--- config.mk ---
export PLATFORM = sky130hd
export DESIGN_NAME = imem_loader
export DESIGN_NICKNAME = d
export VERILOG_FILES = /design/src/rtl/imem_loader_pkg.sv /design/src/rtl/imem_loader_byte_packer.sv /design/src/rtl/imem_loader.sv
export SDC_FILE = /design/constraint.sdc
export NUM_CORES = 1
export LEC_CHECK = 0
export CORE_MARGIN = 5
export CORE_UTILIZATION = 48
export DETAILED_ROUTE_END_ITERATION = 7
export PLACE_DENSITY = 0.76
export SYNTH_ARGS = -nofsm -noshare
export SYNTH_HDL_FRONTEND = slang
export SYNTH_SLANG_ARGS = --single-unit
--- constraint.sdc ---
create_clock -name clk -period 1.5 [get_ports clk]
set_input_delay 0.225 -clock clk [delete_from_list [all_inputs] [get_ports clk]]
set_output_delay 0.225 -clock clk [all_outputs]
set_load 0.02 [all_outputs]
--- src/rtl/imem_loader_pkg.sv ---
// Shared types and constants for the instruction-memory boot loader.
package imem_loader_pkg;

  typedef enum logic [2:0] {
    IDLE  = 3'd0,
    COUNT = 3'd1,
    DATA  = 3'd2,
    WRITE = 3'd3,
    CHK   = 3'd4,
    DONE  = 3'd5,
    ERR   = 3'd6
  } state_t;

  localparam logic [7:0] SYNC_BYTE_DEFAULT = 8'hA5;
  localparam int         WORD_BYTES        = 4;

endpackage

--- src/rtl/imem_loader_byte_packer.sv ---
// Packs four accepted bytes into a 32-bit word; word_ready strobes with the 4th byte.
module imem_loader_byte_packer
  import imem_loader_pkg::*;
#(
  parameter bit BIG_ENDIAN = 1'b1
) (
  input  logic        clk,
  input  logic        reset_n,
  input  logic        clr,
  input  logic [7:0]  byte_in,
  input  logic        byte_vld,
  output logic [31:0] word,
  output logic        word_ready
);

  logic [1:0]  idx;
  logic [31:0] sr;
  logic [31:0] sr_nx;

  assign sr_nx      = BIG_ENDIAN ? {sr[23:0], byte_in} : {byte_in, sr[31:8]};
  assign word_ready = byte_vld && (idx == 2'(WORD_BYTES - 1));

  // word only updates on completion so it stays stable through the RAM write
  always_ff @(posedge clk or negedge reset_n) begin
    if (!reset_n) begin
      idx  <= '0;
      sr   <= '0;
      word <= '0;
    end else if (clr) begin
      idx <= '0;
    end else if (byte_vld) begin
      sr  <= sr_nx;
      idx <= idx + 2'd1;
      if (word_ready)
        word <= sr_nx;
    end
  end

endmodule

--- src/rtl/imem_loader.sv ---
// Boot-time instruction RAM loader: framed byte stream -> 32-bit word writes.
// Optional trailing XOR checksum enabled by IMEM_LOADER_CHECKSUM_EN.
module imem_loader
  import imem_loader_pkg::*;
#(
  parameter int         ADDR_W     = 6,
  parameter logic [7:0] SYNC_BYTE  = SYNC_BYTE_DEFAULT,
  parameter bit         BIG_ENDIAN = 1'b1
) (
  input  logic              clk,
  input  logic              reset_n,
  input  logic [7:0]        in_data,
  input  logic              in_valid,
  output logic              in_ready,
  output logic              we,
  output logic [ADDR_W-1:0] wa,
  output logic [31:0]       wd,
  output logic              cpu_hold,
  output logic              done,
  output logic              err
);

  localparam logic [8:0] DEPTH = 9'(1 << ADDR_W);

  state_t            state, state_nx;
  logic              acc;
  logic              is_sync;
  logic [8:0]        n_words;
  logic [8:0]        rem;
  logic [ADDR_W-1:0] wa_q;
  logic              word_ready;
`ifdef IMEM_LOADER_CHECKSUM_EN
  logic [7:0]        csum;
`endif

  assign acc     = in_valid && in_ready;
  assign is_sync = (in_data == SYNC_BYTE);
  assign n_words = (in_data == 8'd0) ? DEPTH : {1'b0, in_data};

  imem_loader_byte_packer #(.BIG_ENDIAN(BIG_ENDIAN)) u_packer (
    .clk        (clk),
    .reset_n    (reset_n),
    .clr        (state == COUNT),
    .byte_in    (in_data),
    .byte_vld   (acc && (state == DATA)),
    .word       (wd),
    .word_ready (word_ready)
  );

  always_ff @(posedge clk or negedge reset_n) begin
    if (!reset_n)
      state <= IDLE;
    else
      state <= state_nx;
  end

  always_comb begin
    state_nx = state;
    case (state)
      IDLE:  if (acc && is_sync) state_nx = COUNT;
      COUNT: if (acc) state_nx = ({1'b0, in_data} > DEPTH) ? ERR : DATA;
      DATA:  if (word_ready) state_nx = WRITE;
      WRITE: begin
        if (rem > 9'd1)
          state_nx = DATA;
        else
`ifdef IMEM_LOADER_CHECKSUM_EN
          state_nx = CHK;
`else
          state_nx = DONE;
`endif
      end
`ifdef IMEM_LOADER_CHECKSUM_EN
      CHK:   if (acc) state_nx = (in_data == csum) ? DONE : ERR;
`endif
      DONE:  if (acc && is_sync) state_nx = COUNT;
      ERR:   if (acc && is_sync) state_nx = COUNT;
      default: state_nx = IDLE;
    endcase
  end

  // address wrap falls out of ADDR_W-bit arithmetic; only a full-depth frame reaches it
  always_ff @(posedge clk or negedge reset_n) begin
    if (!reset_n) begin
      rem  <= '0;
      wa_q <= '0;
    end else if (state == COUNT && acc) begin
      rem  <= n_words;
      wa_q <= '0;
    end else if (state == WRITE) begin
      rem  <= rem - 9'd1;
      wa_q <= wa_q + ADDR_W'(1);
    end
  end

`ifdef IMEM_LOADER_CHECKSUM_EN
  always_ff @(posedge clk or negedge reset_n) begin
    if (!reset_n)
      csum <= '0;
    else if (state == COUNT && acc)
      csum <= '0;
    else if (state == DATA && acc)
      csum <= csum ^ in_data;
  end
`endif

  assign we       = (state == WRITE);
  assign wa       = wa_q;
  assign in_ready = (state != WRITE);
  assign done     = (state == DONE);
  assign err      = (state == ERR);
  assign cpu_hold = (state != DONE);

endmodule
==> flow_summary.json <==
{
  "ant_nets": 0,
  "dr.pass1.iters": 4,
  "ys_types": 47,
  "layout-drive-gt1-share": 0.401,
  "critPathRequiredTime_ns": 1.74,
  "fin_tns_setup_ns": -9.89,
  "vias": 2456,
  "grt_max_degree": 36,
  "cts_tree": "yes",
  "nNetsFinal": 367,
  "worstSkewPairLatency_ns": 0.35,
  "period_share": 1.13,
  "cts_buffers": 9,
  "die-height_um": 92.6,
  "synth-async-reset-ratio": 1.00,
  "placed_area_um2": 4110,
  "cts-root-buf": "clkbuf_8",
  "synth_cells": 252,
  "dpl_worst_slack_ns": -0.325,
  "p_sw_w": 0.00367,
  "grt.total_usage": 0.200,
  "violations": "setup timing",
  "diodes": 0,
  "pin_count": 54,
  "p_int_w": 0.00619,
  "combPwrFrac": 0.472,
  "powerDensity_nw_per_um2": 2050,
  "critPathArrivalTime_ns": 1.94,
  "fmax_mhz": 589,
  "fp.dieW_um": 92.6,
  "core_um2": 6720,
  "p_leak_nw": 2.44,
  "synth_edf_count": 0,
  "grt_pass1_vias": 2527,
  "dpl.hpwl_um": 4860,
  "yosys_warnings": 0,
  "synth.area.top_cells": "dfrtp_1, mux2_1, mux2_2, nor2_1, xor2_1",
  "slew_headroom": 0.715,
  "setup_viol": 70,
  "area_growth_pct": 46.9,
  "ys_ff_latch": 76,
  "final_util": 0.715,
  "status": "finished, violations left",
  "cts-htree-levels": 3,
  "drc_errors": 0,
  "clkPwrFrac": 0.147,
  "synth_top_area_cell": "dfrtp_1",
  "synthTopCellsByCount": "dfrtp_1, mux2_1, mux2_2, nor2_1, nand2_1",
  "final_area_um2": 4810,
  "place_congestion": 0.879,
  "hold_viol_final": 0,
  "viasPerCell": 5.62,
  "cp_max_fo": 6,
  "rows": 30,
  "drt_wl_total_um": 8750,
  "cts.path.max_buffers": 2,
  "numPortBuffers": 53,
  "syn_nets": 267,
  "yosysSeqAreaShare": 0.581,
  "design_power_total_w": 0.00986,
  "syn_avg_cell_area_um2": 13.0,
  "grt.overflow.total": 0,
  "clkSlewWorstSetupHoldPaths_ns": 0.09,
  "grt_pass1_wl_um": 13200,
  "die-area_um2": 8570,
  "synth.most_common_cell": "dfrtp_1",
  "antenna_found_initial": 0,
  "p_seq_frac": 0.382,
  "drt_iter0_markers": 133,
  "wl_per_cell_um": 20.0,
  "tightest_slew_ns": 0.424,
  "startpoint_type": "flip-flop",
  "fin_worst_skew_ns": 0.0106,
  "worstSetupEndpointType": "flip-flop",
  "max_cap_viol_count": 0,
  "rsz0062_at_grt": "true",
  "yosys.area.top_type_share": 0.581,
  "hold_class": "in2async",
  "initial_core_util": 0.487,
  "p_sw_frac": 0.373,
  "setup_slack_ns": -0.199,
  "slew_viol_final": 0,
  "vdd_drop_max_uv": 1110,
  "syn_area_um2": 3270,
  "critical_path_class": "reg2reg",
  "min_period_ns": 1.70,
  "clock_sinks": 76,
  "synth_ff_type": "dfrtp_1"
}
final timing paths:
kind	from	endpoint	slack [ns]	depth (start not counted)
min	reset_n	u_packer.word[1]$_DFFE_PN0P_	0.34	2
max reg2reg	state[2]$_DFFE_PN0P_	u_packer.sr[9]$_DFFE_PN0P_	-0.20	5
max	state[2]$_DFFE_PN0P_	u_packer.sr[9]$_DFFE_PN0P_	-0.20	5
max in group asynchronous	reset_n	u_packer.word[14]$_DFFE_PN0P_	0.59	3
min in group clk	u_packer.word[29]$_DFFE_PN0P_	u_packer.word[29]$_DFFE_PN0P_	0.50	1
min reg2reg	u_packer.word[29]$_DFFE_PN0P_	u_packer.word[29]$_DFFE_PN0P_	0.50	1
metal layers:
| metal | part of all wire | vias up | global-route usage |
|---|---|---|---|
| met5 | 0 | - | 0 |
| met4 | 0.017 | 0 | 0.0990 |
| met3 | 0.052 | 12 | 0.0406 |
| met2 | 0.51 | 91 | 0.318 |
| met1 | 0.42 | 1245 | 0.260 |
| li1 | - | 1108 | - |
power by group through the flow:
| stage | sequential (W) | combinational [W] | clock [W] |
|---|---|---|---|
| final | 0.00376 | 0.00465 | 0.00145 |
| after detailed placement | 0.00365 | 0.00363 | 0 |
| after CTS | 0.00365 | 0.00407 | 0.00147 |
| after global routing | 0.00389 | 0.00493 | 0.00155 |
| after global placement | 0.00362 | 0.00352 | 0 |
| after floorplan | 0.00403 | 0.00163 | 0 |
flip-flops by register name, indices dropped and copies added (netlist names):
register and flops:
u_packer.word 32, rem 9, state 3, u_packer.sr 24
u_packer.idx 2, wa 6
through the flow:
step	hold slack (ns)	std cells
5_1_grt	0.369	437
6_report	0.337	437
3_3_place_gp	0.162	402
4_1_cts	0.330	429
2_1_floorplan	-0.0706	252
3_5_place_dp	0.167	402
critical path, cell delays in order (launching register included):
cell       delay, ns
dfrtp_1         0.40
buf_6           0.14
nor4b_4         0.36
buf_6           0.22
clkbuf_16       0.18
mux2_4          0.30
cell families after synthesis:
family          count (synthesis)  synth area share
flops                          76             0.581
buf+inv                        16            0.0226
xor+xnor                        8            0.0214
simple gates                   59             0.100
compound gates                 31            0.0608
fa+ha+maj                       4            0.0153
mux                            58             0.199
final cells by class:
type                       instances  area, um2
clock inverter                     7       56.3
sequential                        76       1900
multi-input combinational        160       1590
tap                               80        100
timing repair buffer             100       1020
clock buffer                       9        124
fill                             426       1910
inverter                           5       21.3
repair_timing:
action	CTS	global route
buffers inserted	7	5
hold buffers	1	0
endpoints found under the setup margin	108	78
resized for setup	109	48
pin swaps	3	14
gates cloned	3	3
hold endpoints to repair	24	0
layout by cell type (no fill, tap or decap), types with 3 or more instances in the layout:
cell             count
a21oi_1              7
buf_12               3
buf_16               3
buf_4               27
buf_6               15
clkbuf_8             9
clkdlybuf4s50_1      9
dfrtp_1             76
dlygate4sd2_1       38
ha_1                 4
inv_1                3
inv_6                4
mux2_4              52
nand2_1              8
nand3_1              4
nand4_1              7
nor2_1              15
o21ai_0              4
o21ai_1              3
xor2_1               6
(Power assumes the default switching activity.)
